File: src/rtl/data_memory_arbiter.sv
// Round-robin arbiter sharing one single-ported data memory between port A and port B.
// One request per grant: IDLE -> GRANT (memory access) -> RESP (ack + read data).
module data_memory_arbiter #(
  parameter int unsigned ADDR_W  = 12,
  parameter int unsigned DATA_W  = 16,
  parameter bit          A_FIRST = 1'b1
) (
  input  logic              Clock,
  input  logic              Reset,
  input  logic              a_req,
  input  logic              a_we,
  input  logic [ADDR_W-1:0] a_addr,
  input  logic [DATA_W-1:0] a_wdata,
  output logic              a_ack,
  output logic [DATA_W-1:0] a_rdata,
  input  logic              b_req,
  input  logic              b_we,
  input  logic [ADDR_W-1:0] b_addr,
  input  logic [DATA_W-1:0] b_wdata,
  output logic              b_ack,
  output logic [DATA_W-1:0] b_rdata,
  output logic [ADDR_W-1:0] data_store_address,
  output logic [DATA_W-1:0] register,
  output logic              mem_write,
  output logic              data_mem_read,
  input  logic [DATA_W-1:0] data_memory_readed,
  output logic              busy
);

  typedef enum logic [1:0] {IDLE, GRANT, RESP} state_t;

  localparam logic PORT_A   = 1'b0;
  localparam logic PORT_B   = 1'b1;
  localparam logic PRIO_RST = A_FIRST ? PORT_A : PORT_B;

  state_t            state_q, state_d;
  logic              sel_q, sel_d;
  logic              prio_q, prio_d;
  logic              go;
  logic              go_port;
  logic              go_we;
  logic              a_ack_d, b_ack_d, busy_d;
  logic [ADDR_W-1:0] addr_q, addr_d;
  logic [DATA_W-1:0] wdata_q, wdata_d;
  logic              we_q, we_d;
  logic              re_q, re_d;

  // Next-state, next grant and the memory-side values registered for the GRANT cycle
  always_comb begin
    state_d = state_q;
    sel_d   = sel_q;
    prio_d  = prio_q;
    go      = 1'b0;
    go_port = sel_q;
    a_ack_d = 1'b0;
    b_ack_d = 1'b0;

    case (state_q)
      IDLE: begin
        if (a_req && b_req) begin
          go      = 1'b1;
          go_port = prio_q;
        end else if (a_req) begin
          go      = 1'b1;
          go_port = PORT_A;
        end else if (b_req) begin
          go      = 1'b1;
          go_port = PORT_B;
        end
      end
      GRANT: begin
        prio_d  = ~sel_q;
        state_d = RESP;
        a_ack_d = (sel_q == PORT_A);
        b_ack_d = (sel_q == PORT_B);
      end
      RESP: begin
        // The served port's req is ignored here, so it cannot win twice in a row
        if ((sel_q == PORT_A) ? b_req : a_req) begin
          go      = 1'b1;
          go_port = ~sel_q;
        end else begin
          state_d = IDLE;
        end
      end
      default: state_d = IDLE;
    endcase

    if (go) begin
      state_d = GRANT;
      sel_d   = go_port;
    end

    go_we   = (go_port == PORT_B) ? b_we : a_we;
    addr_d  = go ? ((go_port == PORT_B) ? b_addr : a_addr) : '0;
    wdata_d = go ? ((go_port == PORT_B) ? b_wdata : a_wdata) : '0;
    we_d    = go & go_we;
    re_d    = go & ~go_we;
    busy_d  = (state_d != IDLE);
  end

  always_ff @(posedge Clock) begin
    if (Reset) begin
      state_q <= IDLE;
      sel_q   <= PORT_A;
      prio_q  <= PRIO_RST;
      addr_q  <= '0;
      wdata_q <= '0;
      we_q    <= 1'b0;
      re_q    <= 1'b0;
      a_ack   <= 1'b0;
      b_ack   <= 1'b0;
      busy    <= 1'b0;
      a_rdata <= '0;
      b_rdata <= '0;
    end else begin
      state_q <= state_d;
      sel_q   <= sel_d;
      prio_q  <= prio_d;
      addr_q  <= addr_d;
      wdata_q <= wdata_d;
      we_q    <= we_d;
      re_q    <= re_d;
      a_ack   <= a_ack_d;
      b_ack   <= b_ack_d;
      busy    <= busy_d;
      // Read data is captured at the end of a read GRANT; writes leave it untouched
      if (state_q == GRANT && re_q) begin
        if (sel_q == PORT_A) a_rdata <= data_memory_readed;
        else                 b_rdata <= data_memory_readed;
      end
    end
  end

  // Reset in a GRANT cycle must drop the pending write in that same cycle
  assign mem_write          = we_q & ~Reset;
  assign data_mem_read      = re_q;
  assign data_store_address = addr_q;
  assign register           = wdata_q;

endmodule

File: config.mk
export PLATFORM = sky130hd
export DESIGN_NAME = data_memory_arbiter
export DESIGN_NICKNAME = d
export VERILOG_FILES = /design/src/rtl/data_memory_arbiter.sv
export SDC_FILE = /design/constraint.sdc
export NUM_CORES = 1
export LEC_CHECK = 0
export BUFFER_PORTS_ARGS = -buffer_cell sky130_fd_sc_hd__buf_2
export CAP_MARGIN = 20
export CORE_ASPECT_RATIO = 1.4
export CORE_MARGIN = 2
export CORE_UTILIZATION = 45
export CTS_BUF_LIST = sky130_fd_sc_hd__clkbuf_16
export CTS_CLUSTER_DIAMETER = 40
export CTS_CLUSTER_SIZE = 8
export DETAILED_ROUTE_END_ITERATION = 8
export PLACE_DENSITY = 0.91
export SLEW_MARGIN = 10
export SYNTH_ARGS = -nofsm -noshare
export SYNTH_HDL_FRONTEND = slang
export SYNTH_SLANG_ARGS = --single-unit
File: constraint.sdc
create_clock -name Clock -period 1.9 [get_ports Clock]
set_input_delay 0.095 -clock Clock [delete_from_list [all_inputs] [get_ports Clock]]
set_output_delay 0.095 -clock Clock [all_outputs]
set_load 0.05 [all_outputs]
# Word-level counts from Yosys, hierarchy flattened
# Index checks and enable logic that the tools add are counted.
[totals]
elab_cells = 47
out_inout_bits = 65
reg_bits = 69
input_bits = 78
[classes]
n_eq_ne = 2
reduce_logical = 8
n_mux = 17
n_bitwise = 8
[op_table]
columns = ["operator", "count"]
rows = [
  ["16-bit two-way mux", 1],
  ["12-bit two-way mux", 1],
  ["1-bit two-way mux", 10],
  ["2-bit case mux with 3 select lines", 1],
  ["1-bit inverter", 5],
  ["2-bit two-way mux", 2],
  ["1-bit case mux with 2 select lines", 2],
  ["2-bit AND reduction", 2],
  ["2-bit OR reduction", 2],
  ["1-bit AND", 3],
  ["2-bit by 1-bit == test with 1-bit output, second input constant", 1],
  ["2-bit == test, second input constant", 1],
  ["1-bit logical AND", 2],
  ["2-bit zero test", 1],
  ["2-bit nonzero test", 1],
]

# Longest topological paths before layout
# Gate-level depths: netlist (run 1).
[logic_depth]
depth_word = 7
ltp_mapped = 7
ltp_nobuf = 4

# Worst setup path before layout (run 1)
# OpenSTA, ideal clock, no wires.
[synth_path]
path_type = "flip-flop to flip-flop"
startpoint = "register re_q (netlist: data_mem_read)"
endpoint = "register a_rdata[5]"
n_path_buf = 2
synth_period_minus_slack_ps = 1684
setup_time_ps = 132
arrival_time_ps = 1552
required_time_ps = 1768
path_stages_with_launch = 7
setup_slack_ps = 216
cell_sequence = "dfxtp_1 nand2_1 or3_1 clkbuf_1 clkbuf_1 nand2_1 a21oi_1"
[synth_via]
elab_chain_len = 2
[synth_rtl]
columns = ["element", "line_no", "source"]
rows = [
  ["from (decl)", "46", "logic re_q, re_d;"],
  ["from (signal assigned)", "123", "re_q <= re_d;"],
  ["1-bit logical AND", "128", "if (state_q == GRANT && re_q) begin"],
  ["2-bit AND reduction (no line)", "--", ""],
  ["to (signal assigned)", "129", "if (sel_q == PORT_A) a_rdata <= data_memory_readed;"],
  ["to (decl)", "15", "output logic [DATA_W-1:0] a_rdata,"],
]
# No other way between the ends.
# A chain may end at the register's enable or synchronous reset.

# Final worst setup path (run 1)
[layout_path]
startpoint = "register state_q[1]"
endpoint = "register wdata_q[10] (netlist: register[10])"
[layout_via]
elab_chain_len = 4
elab_cells_between_ends = 7
cone_classes = "eq/ne (1); mux (3); bitwise (1); reduce/logical (2)"
[layout_rtl]
columns = ["element", "line_no", "source"]
rows = [
  ["from (decl)", "36", "state_t state_q, state_d;"],
  ["from (signal assigned)", "117", "state_q <= state_d;"],
  ["2-bit == test or 2-bit zero test (tied branches)", "58", "case (state_q)"],
  ["1-bit case mux with 2 select lines", "58", ""],
  ["1-bit inverter (no line)", "--", ""],
  ["2-bit OR reduction (no line)", "--", ""],
  ["to (signal assigned)", "121", "wdata_q <= wdata_d;"],
  ["to (decl)", "44", "logic [DATA_W-1:0] wdata_q, wdata_d;"],
]
# Parallel ways exist; a longest one is shown, timed or not.

==> results.json, run 1 <==
{
  "overflow": 0,
  "crit_path_cell_trace": "mux2_4, o22a_1, o22ai_4, buf_12, mux2i_1",
  "worst_pin_slew_ns": 0.623,
  "hold_path.class": "in2reg",
  "min-delay-start": "data_memory_readed[4]",
  "die_x_um": 69.8,
  "max_freq_mhz": 613,
  "syn-cell-area_um2": 2730,
  "avgSynthCellArea_um2": 8.88,
  "finalNonFillerCells": 515,
  "cts_resized": 0,
  "h-tree-depth": 3,
  "grt_max_degree": 62,
  "worst_clock_skew_ns": 0.00562,
  "status": "complete, no violations",
  "holdPathStages": 3,
  "syn_inst": 307,
  "cp-end-kind": "flip-flop",
  "yosysSeqAreaShare_pct": 50.7,
  "r2r-start": "state_q[1]",
  "critPathKind": "reg2reg",
  "path_clk_slew_ns": 0.05,
  "mostFrequentLayoutCells": "142 x buf_2, 69 x dfxtp_1, 65 x nand2_1",
  "drc_errors": 0,
  "row_count": 33,
  "syn_to_final_growth_pct": 38.7,
  "gp_congestion": 0.806,
  "ys_types": 26,
  "grt_usage_pct": 19.8,
  "cts_buffer_depth": 2,
  "clkLatencyLatePin_ns": 0.32,
  "cts_setup_buffers": 0,
  "fin_tns_setup_ns": 0,
  "grt_pass1_wl_mm": 10.5,
  "ioPinCount": 143,
  "finalNetCount": 518,
  "dp_hpwl_mm": 4.91,
  "num_vias": 2659,
  "final_util_pct": 64.4,
  "dp.cells": 499,
  "die_y_um": 96.1,
  "r2r-end": "register[10]",
  "cts_buffers": 9,
  "vias_per_cell": 5.16,
  "slowest_delay_ns": 0.38,
  "io_buffers": 142,
  "maxSlewViolCount": 0,
  "ctsHoldBuffers": 0,
  "fp.coreArea_um2": 5860,
  "netlist_top_cells_area": "dfxtp_1 51%, mux2i_1 11%, nand3_1 11%, nand2_1 9.0%, a21oi_1 5.9%",
  "cp_top_family": "multiplexers",
  "synth_top_cell_by_area": "dfxtp_1",
  "critPathRequiredTime_ns": 2.14,
  "cts_tree": "yes",
  "clock-sinks": 69,
  "start_kind": "flip-flop",
  "leakagePower_uw": 0.00188,
  "drtAntennaViolNets": 0,
  "min_period_ns": 1.63,
  "wl_per_cell_um": 13.0,
  "worstPathArrival_ns": 1.87,
  "ys_ff_latch": 69,
  "hold_path_end": "b_rdata[4]",
  "dr.pass1.iters": 4,
  "initial_core_util_pct": 46.5,
  "rsz0062_at_grt": "false",
  "drive_gt1_share_pct": 37.3,
  "routed_wl_mm": 6.68,
  "rr_worst_depth": 5,
  "mostFrequentLayoutCell": "buf_2",
  "path_max_fanout": 31,
  "synth_nets": 385,
  "die_area_um2": 6700,
  "ir_worst_vdd_v": 0.000679,
  "critical_path_buf_inv_count": 1,
  "regToRegSetupSlack_ns": 0.27,
  "power_density_nw_per_um2": 1030,
  "fin_crit_sh_pct": 85.9,
  "antenna-diode-count": 0,
  "finalSetupViolations": 0,
  "ys_warn_count": 0,
  "cts_root_buf": "clkbuf_16",
  "cap_violations": 0,
  "grt_pass1_vias": 2376,
  "drt_iter0_drc": 89,
  "slowest_stage": "dfxtp_1",
  "antenna_found_initial": 0,
  "slew_headroom_pct": 58.4,
  "finalHoldViolations": 0,
  "yosysTopAreaCellShare_pct": 50.7
}
[where the power goes]
group | internal, uW | switching [uW]
Combinational | 215 | 439
Clock | 1130 | 564
Sequential | 1520 | 27.3
Total | 2870 | 1030
[registers in the layout, summed over array words and instances, names as in the netlist, 2 cells and up]
register	count
a_rdata	16
b_rdata	16
data_store_address	12
register	16
state_q	2
[cells by family (layout without fill, tap and decap cells)]
family	count (synthesis)	in the layout	synth area share, %
muxes	31	31	11.6
DFF	69	69	50.7
buffers and inverters	29	167	6.15
and+or+nand+nor	140	140	23.3
AOI/OAI and AO/OA	38	38	8.31
[how the worst max path moves through the flow]
stage	slack, ns	endpoint	cells after the start	startpoint
finish	0.27	register[10]	5	state_q[1]
global route	0.13	register[10]	6	sel_q
CTS	0.24	register[10]	5	state_q[1]
detailed placement	0.27	register[6]	5	state_q[1]
global placement	0.36	data_store_address[1]	5	state_q[1]
floorplan	0.22	a_rdata[5]	6	data_mem_read
[synth_stat cells, drive strengths merged]
cell type	n
dfxtp	69
nand2	65
nand3	59
a21oi	32
mux2i	30
clkbuf	21
buf	6
nand2b	3
nor2	3
and2	2
inv	2
nand3b	2
nor2b	2
a211oi	1
a21boi	1
a21o	1
a311oi	1
and2b	1
and3	1
mux2	1
nor3	1
o22a	1
o22ai	1
or3	1
[per-stage QoR]
stage	hold slack, ns	power [uW]	cell area (um2)	setup slack (ns)
after floorplan	0.231	2050	2730	0.216
after global placement	0.348	2220	3470	0.359
after detailed placement	0.354	2230	3470	0.267
after CTS	0.0117	3930	3780	0.240
after global routing	0.0176	4040	3780	0.134
final	0.0214	3890	3780	0.268
[worst min-delay path: cells and delay by family]
kind,cells,cell delay (ns)
buffers and inverters,1,0.10
AND/OR/NAND/NOR,1,0.05
AO/OA/AOI/OAI,1,0.05
[layer usage]
layer / wire length [um] / global-route usage (%) / vias to the layer above
met5: 0 / 0 / -
met4: 59 / 8.49 / 0
met3: 769 / 7.43 / 5
met2: 3280 / 33.6 / 140
met1: 2570 / 22.3 / 1207
li1: - / - / 1307
[cell type report]
cell class              instances  area (um2)
well taps                      70        87.6
clock inverters                 7        83.8
inverters                       2        7.51
clock buffers                   9         225
flip-flops and latches         69        1380
multi-input cells             209        1190
repair buffers                149         801
fillers                       476        2080
No activity file was read; power rests on OpenSTA's default activity.
==> run 2, diff against run 1 <==
- ABC_AREA: unset -> 1
==> results.json, run 2 <==
{
  "die_area_um2": 6730,
  "finalSetupViolations": 0,
  "mostFrequentLayoutCells": "142 x buf_2, 98 x nor2_1, 69 x dfxtp_1",
  "holdPathStages": 3,
  "yosysTopAreaCellShare_pct": 50.5,
  "drc_errors": 0,
  "avgSynthCellArea_um2": 7.26,
  "path_clk_slew_ns": 0.05,
  "ir_worst_vdd_v": 0.00100,
  "start_kind": "flip-flop",
  "cts_buffer_depth": 2,
  "r2r-end": "data_store_address[8]",
  "finalNetCount": 606,
  "synth.most_common_cell": "nor2_1",
  "leakagePower_uw": 0.00210,
  "clock-sinks": 69,
  "ys_types": 16,
  "cts_tree": "yes",
  "drtAntennaViolNets": 0,
  "clkLatencyLatePin_ns": 0.31,
  "rsz0062_at_grt": "false",
  "fin_ws_ns": 0.360,
  "ioPinCount": 143,
  "pre_cts_slack_ns": 0.376,
  "syn_to_final_growth_pct": 44.1,
  "worst_pin_slew_ns": 0.750,
  "syn-cell-area_um2": 2740,
  "fp.coreArea_um2": 5860,
  "critPathKind": "reg2reg",
  "die_x_um": 69.9,
  "synth_common_cells": "98 x nor2_1, 69 x dfxtp_1, 55 x inv_1",
  "synthArstFlopShare_pct": 0,
  "regToRegSetupSlack_ns": 0.36,
  "worstPathArrival_ns": 1.79,
  "cts_setup_buffers": 0,
  "antenna-diode-count": 0,
  "min-delay-start": "a_wdata[0]",
  "mostFrequentLayoutCell": "buf_2",
  "synth_top_cell_by_area": "dfxtp_1",
  "antenna_found_initial": 0,
  "dp_hpwl_mm": 5.22,
  "drive_gt1_share_pct": 32.3,
  "overflow": 0,
  "synth_edf_count": 0,
  "cts_root_buf": "clkbuf_16",
  "ys_warn_count": 0,
  "vias_per_cell": 4.80,
  "row_count": 33,
  "slew_headroom_pct": 50.0,
  "syn_inst": 377,
  "max_freq_mhz": 649,
  "drt_iter0_drc": 76,
  "grt_pass1_vias": 2677,
  "power_density_nw_per_um2": 1100,
  "path_max_fanout": 28,
  "ys.flop_type": "dfxtp_1",
  "critPathRequiredTime_ns": 2.15,
  "status": "complete, no violations",
  "netlist_top_cells_area": "dfxtp_1 50%, nor2_1 13%, inv_1 7.5%, nand4_1 6.9%, o21ai_0 6.2%",
  "min_period_ns": 1.54,
  "ys_ff_latch": 69,
  "gp_congestion": 0.768,
  "cp-end-kind": "flip-flop",
  "hold_path_end": "register[0]",
  "totalPowerFinal_uw": 4350,
  "dr.pass1.iters": 5,
  "fin_tns_setup_ns": 0,
  "finalHoldViolations": 0,
  "worst_clock_skew_ns": 0.00409,
  "num_vias": 2893,
  "grt_usage_pct": 21.5,
  "routed_wl_mm": 7.17,
  "fillers": 505,
  "maxSlewViolCount": 0,
  "grt_pass1_wl_mm": 11.6,
  "rr_worst_depth": 8,
  "h-tree-depth": 3,
  "grt_max_degree": 34,
  "r2r-start": "sel_q",
  "die_y_um": 96.3,
  "fin_crit_sh_pct": 81.1,
  "wl_per_cell_um": 11.9,
  "cts_buffers": 9,
  "synth_nets": 455,
  "hold_path.class": "in2reg",
  "cap_violations": 0,
  "yosysSeqAreaShare_pct": 50.5,
  "io_buffers": 142,
  "initial_core_util_pct": 46.7
}
## run 2: cell types whose count changed in the layout (fill, tap and decap cells not counted), moves of 24 or more
cell,delta
nand2_1,-24
mux2i_1,-30
nor2_1,+95
nand3_1,-56
inv_1,+52
nand4_1,+30
o21ai_0,+34
## run 2: layer usage
metal  track usage (%)  up-vias  part of all wire [%]
met5                 0        -                     0
met4              10.1        0                   1.7
met3              6.49       14                   7.9
met2              37.7      131                    51
met1              23.9     1270                    39
li1                  -     1478                     -
## run 2: worst max-delay path by stage
stage	start	end	slack [ns]	depth (start not counted)
final	sel_q	data_store_address[8]	0.36	8
after floorplan	data_mem_read	a_rdata[10]	0.46	5
after global routing	sel_q	data_store_address[8]	0.19	8
after global placement	sel_q	data_store_address[8]	0.46	8
after detailed placement	sel_q	data_store_address[3]	0.38	8
after CTS	sel_q	data_store_address[8]	0.37	8
## run 2: cell families after synthesis
kind of cell / synth area share (%)
AOI/OAI and AO/OA: 9.65
and+or+nand+nor: 28.0
buffers and inverters: 11.8
DFF: 50.5
## run 2: power breakdown
group	leakage, uW	switching, uW	internal (uW)
Clock	0.000169	558	1260
Sequential	0.000563	35.8	1550
Combinational	0.00136	673	270
## run 2: worst max-delay path: stages (launching register included)
cell and delay, ns:
dfxtp_1 0.41, inv_2 0.08, nor2_1 0.09, nor2_1 0.06
nand2_2 0.19, inv_2 0.09, nor2_8 0.32, nor2_1 0.09
nor2_1 0.13
## run 2: what timing repair did
item                      in CTS  in global routing
hold buffers                  12                  0
resized for setup              0                  0
hold endpoints to repair      12                  0
## run 2: layout make-up
| type | count | area, um2 | share of cell area (%) |
|---|---|---|---|
| inverters | 58 | 218 | 5.52 |
| multi-input cells | 228 | 1030 | 26.2 |
| well taps | 70 | 87.6 | 2.22 |
| clock buffers | 9 | 225 | 5.71 |
| repair buffers | 162 | 891 | 22.6 |
| clock inverters | 7 | 106 | 2.70 |
| flip-flops and latches | 69 | 1380 | 35.0 |
## run 2: through the flow
| step | instance area [um2] | hold slack (ns) | utilization (%) | cells |
|---|---|---|---|---|
| global placement | 3490 | 0.315 | 59.6 | 575 |
| global route | 3940 | 0.0203 | 67.3 | 603 |
| detailed placement | 3490 | 0.324 | 59.6 | 575 |
| finish | 3940 | 0.00812 | 67.3 | 603 |
| floorplan | 2740 | 0.167 | - | 377 |
| CTS | 3940 | 0.000147 | 67.3 | 603 |
==> run 3, diff against run 2 <==
- CORE_UTILIZATION: 45 -> 40
- PLACE_DENSITY: 0.91 -> 0.86
- clock period: 1.9 -> 1.4 ns (I/O delays scaled with it)
==> results.json, run 3 (same netlist as run 2, synthesis figures left out) <==
{
  "hold_path.class": "in2reg",
  "num_vias": 3152,
  "rsz0062_at_grt": "true",
  "finalNetCount": 630,
  "fp.coreArea_um2": 6610,
  "finalNonFillerCells": 649,
  "r2r-start": "sel_q",
  "holdPathStages": 3,
  "fin_ws_ns": 0.0710,
  "dr.pass1.iters": 5,
  "ioPinCount": 143,
  "drive_gt1_share_pct": 33.9,
  "cts_tree": "yes",
  "leakagePower_uw": 0.00220,
  "fillers": 535,
  "drt_iter0_drc": 143,
  "worst_pin_slew_ns": 0.263,
  "cts_buffers": 9,
  "h-tree-depth": 3,
  "place_area_um2": 3550,
  "min-delay-start": "data_memory_readed[5]",
  "wl_per_cell_um": 13.3,
  "r2r-end": "data_store_address[11]",
  "die_y_um": 102,
  "hold_path_end": "a_rdata[5]",
  "worstPathArrival_ns": 1.58,
  "critPathKind": "reg2reg",
  "critPathRequiredTime_ns": 1.65,
  "slowest_delay_ns": 0.36,
  "mostFrequentLayoutCells": "142 x buf_2, 96 x nor2_1, 66 x dfxtp_1",
  "grt_pass1_vias": 2933,
  "antenna-diode-count": 0,
  "regToRegSetupSlack_ns": 0.07,
  "path_clk_slew_ns": 0.06,
  "cts_buffer_depth": 2,
  "start_kind": "flip-flop",
  "rr_worst_depth": 9,
  "fin_crit_sh_pct": 94.9,
  "finalSetupViolations": 0,
  "path_max_fanout": 14,
  "slowest_stage": "dfxtp_4",
  "drtAntennaViolNets": 0,
  "finalHoldViolations": 0,
  "overflow": 0,
  "final_area_um2": 4250,
  "grt_usage_pct": 22.4,
  "grt_max_degree": 34,
  "die_area_um2": 7530,
  "drc_errors": 0,
  "power_density_nw_per_um2": 1380,
  "cp-end-kind": "flip-flop",
  "clock-sinks": 69,
  "dp_hpwl_mm": 5.40,
  "slew_headroom_pct": 82.4,
  "fin_tns_setup_ns": 0,
  "maxSlewViolCount": 0,
  "routed_wl_mm": 8.62,
  "max_freq_mhz": 752,
  "cpMostUsedCell": "nand2_1",
  "mostFrequentLayoutCell": "buf_2",
  "min_period_ns": 1.33,
  "ir_worst_vdd_v": 0.000860,
  "io_buffers": 142,
  "syn_to_final_growth_pct": 55.2,
  "pre_cts_slack_ns": 0.0169,
  "cts_root_buf": "clkbuf_16",
  "grt_pass1_wl_mm": 12.8,
  "row_count": 35,
  "status": "complete, no violations",
  "worst_clock_skew_ns": 0.00505,
  "dp.cells": 599,
  "antenna_found_initial": 0,
  "gp_congestion": 0.825,
  "initial_core_util_pct": 41.4,
  "die_x_um": 73.9,
  "vias_per_cell": 4.86,
  "cap_violations": 0,
  "crit_path_cell_trace": "inv_2, nand2_1, nand2_1, nand2_1, a21oi_2, buf_4, buf_12, nand2_1, nor2_1",
  "clkLatencyLatePin_ns": 0.33
}
## run 3: cell types whose count changed in the layout (fill, tap and decap cells not counted), moves of 2 or more
cell	before	now
dlygate4sd3_1	12	29
buf_4	8	6
o21ai_1	0	2
bufinv_16	3	1
buf_12	0	2
nor2_2	0	2
dfxtp_2	0	2
buf_6	0	5
inv_6	0	2
nor2_1	98	96
inv_1	57	54
dfxtp_1	69	66
o21ai_0	34	32
## run 3: timing repair
action	CTS	global route
setup endpoints to repair	1	47
gates resized for setup	0	16
cloned	1	1
setup buffers	0	3
endpoints found under the hold margin	29	0
hold buffers	29	0
pin swaps	2	3
## run 3: worst max-delay path by stage
stage / start / endpoint / slack, ns / depth (start not counted)
floorplan: data_mem_read / a_rdata[10] / 0.16 / 5
global placement: state_q[0] / a_rdata[13] / 0.11 / 6
detailed placement: sel_q / register[14] / 0.02 / 8
CTS: sel_q / data_store_address[9] / 0.02 / 8
global route: sel_q / data_store_address[1] / -0.04 / 9
finish: sel_q / data_store_address[11] / 0.07 / 9
## run 3: final cells by class
cell class	count	area [um2]	area share [%]
inverters	58	220	5.18
clock buffers	9	225	5.30
clock inverters	7	73.8	1.74
well taps	92	115	2.71
multi-input cells	229	1060	24.9
repair buffers	185	1170	27.5
flip-flops and latches	69	1390	32.7
## run 3: metrics by stage
step / total power (uW) / utilization, % / hold slack [ns]
global placement: 3440 / 53.7 / 0.294
finish: 5860 / 64.2 / 0.000146
floorplan: 3130 / - / 0.142
detailed placement: 3470 / 53.7 / 0.297
global route: 6120 / 64.2 / 0.0137
CTS: 5790 / 62.7 / 0.00107
## run 3: per-layer routing
metal	vias up	share of wire, %	track usage [%]
li1	1530	-	-
met1	1425	36	22.1
met2	173	53	40.4
met3	24	8.2	7.69
met4	0	3.2	11.6
met5	-	0	0
## run 3: where the power goes
group	total [uW]	switching, uW	internal, uW
Combinational	1460	991	474
Sequential	2160	54.0	2110
Clock	2240	852	1390
Total	5860	1900	3970
## run 3: worst max-delay path, delay by kind of cell (launching register included)
| family | cells | cell delay (ns) |
|---|---|---|
| and+or+nand+nor | 5 | 0.41 |
| AOI/OAI and AO/OA | 1 | 0.13 |
| DFF | 1 | 0.36 |
| buffers and inverters | 3 | 0.36 |
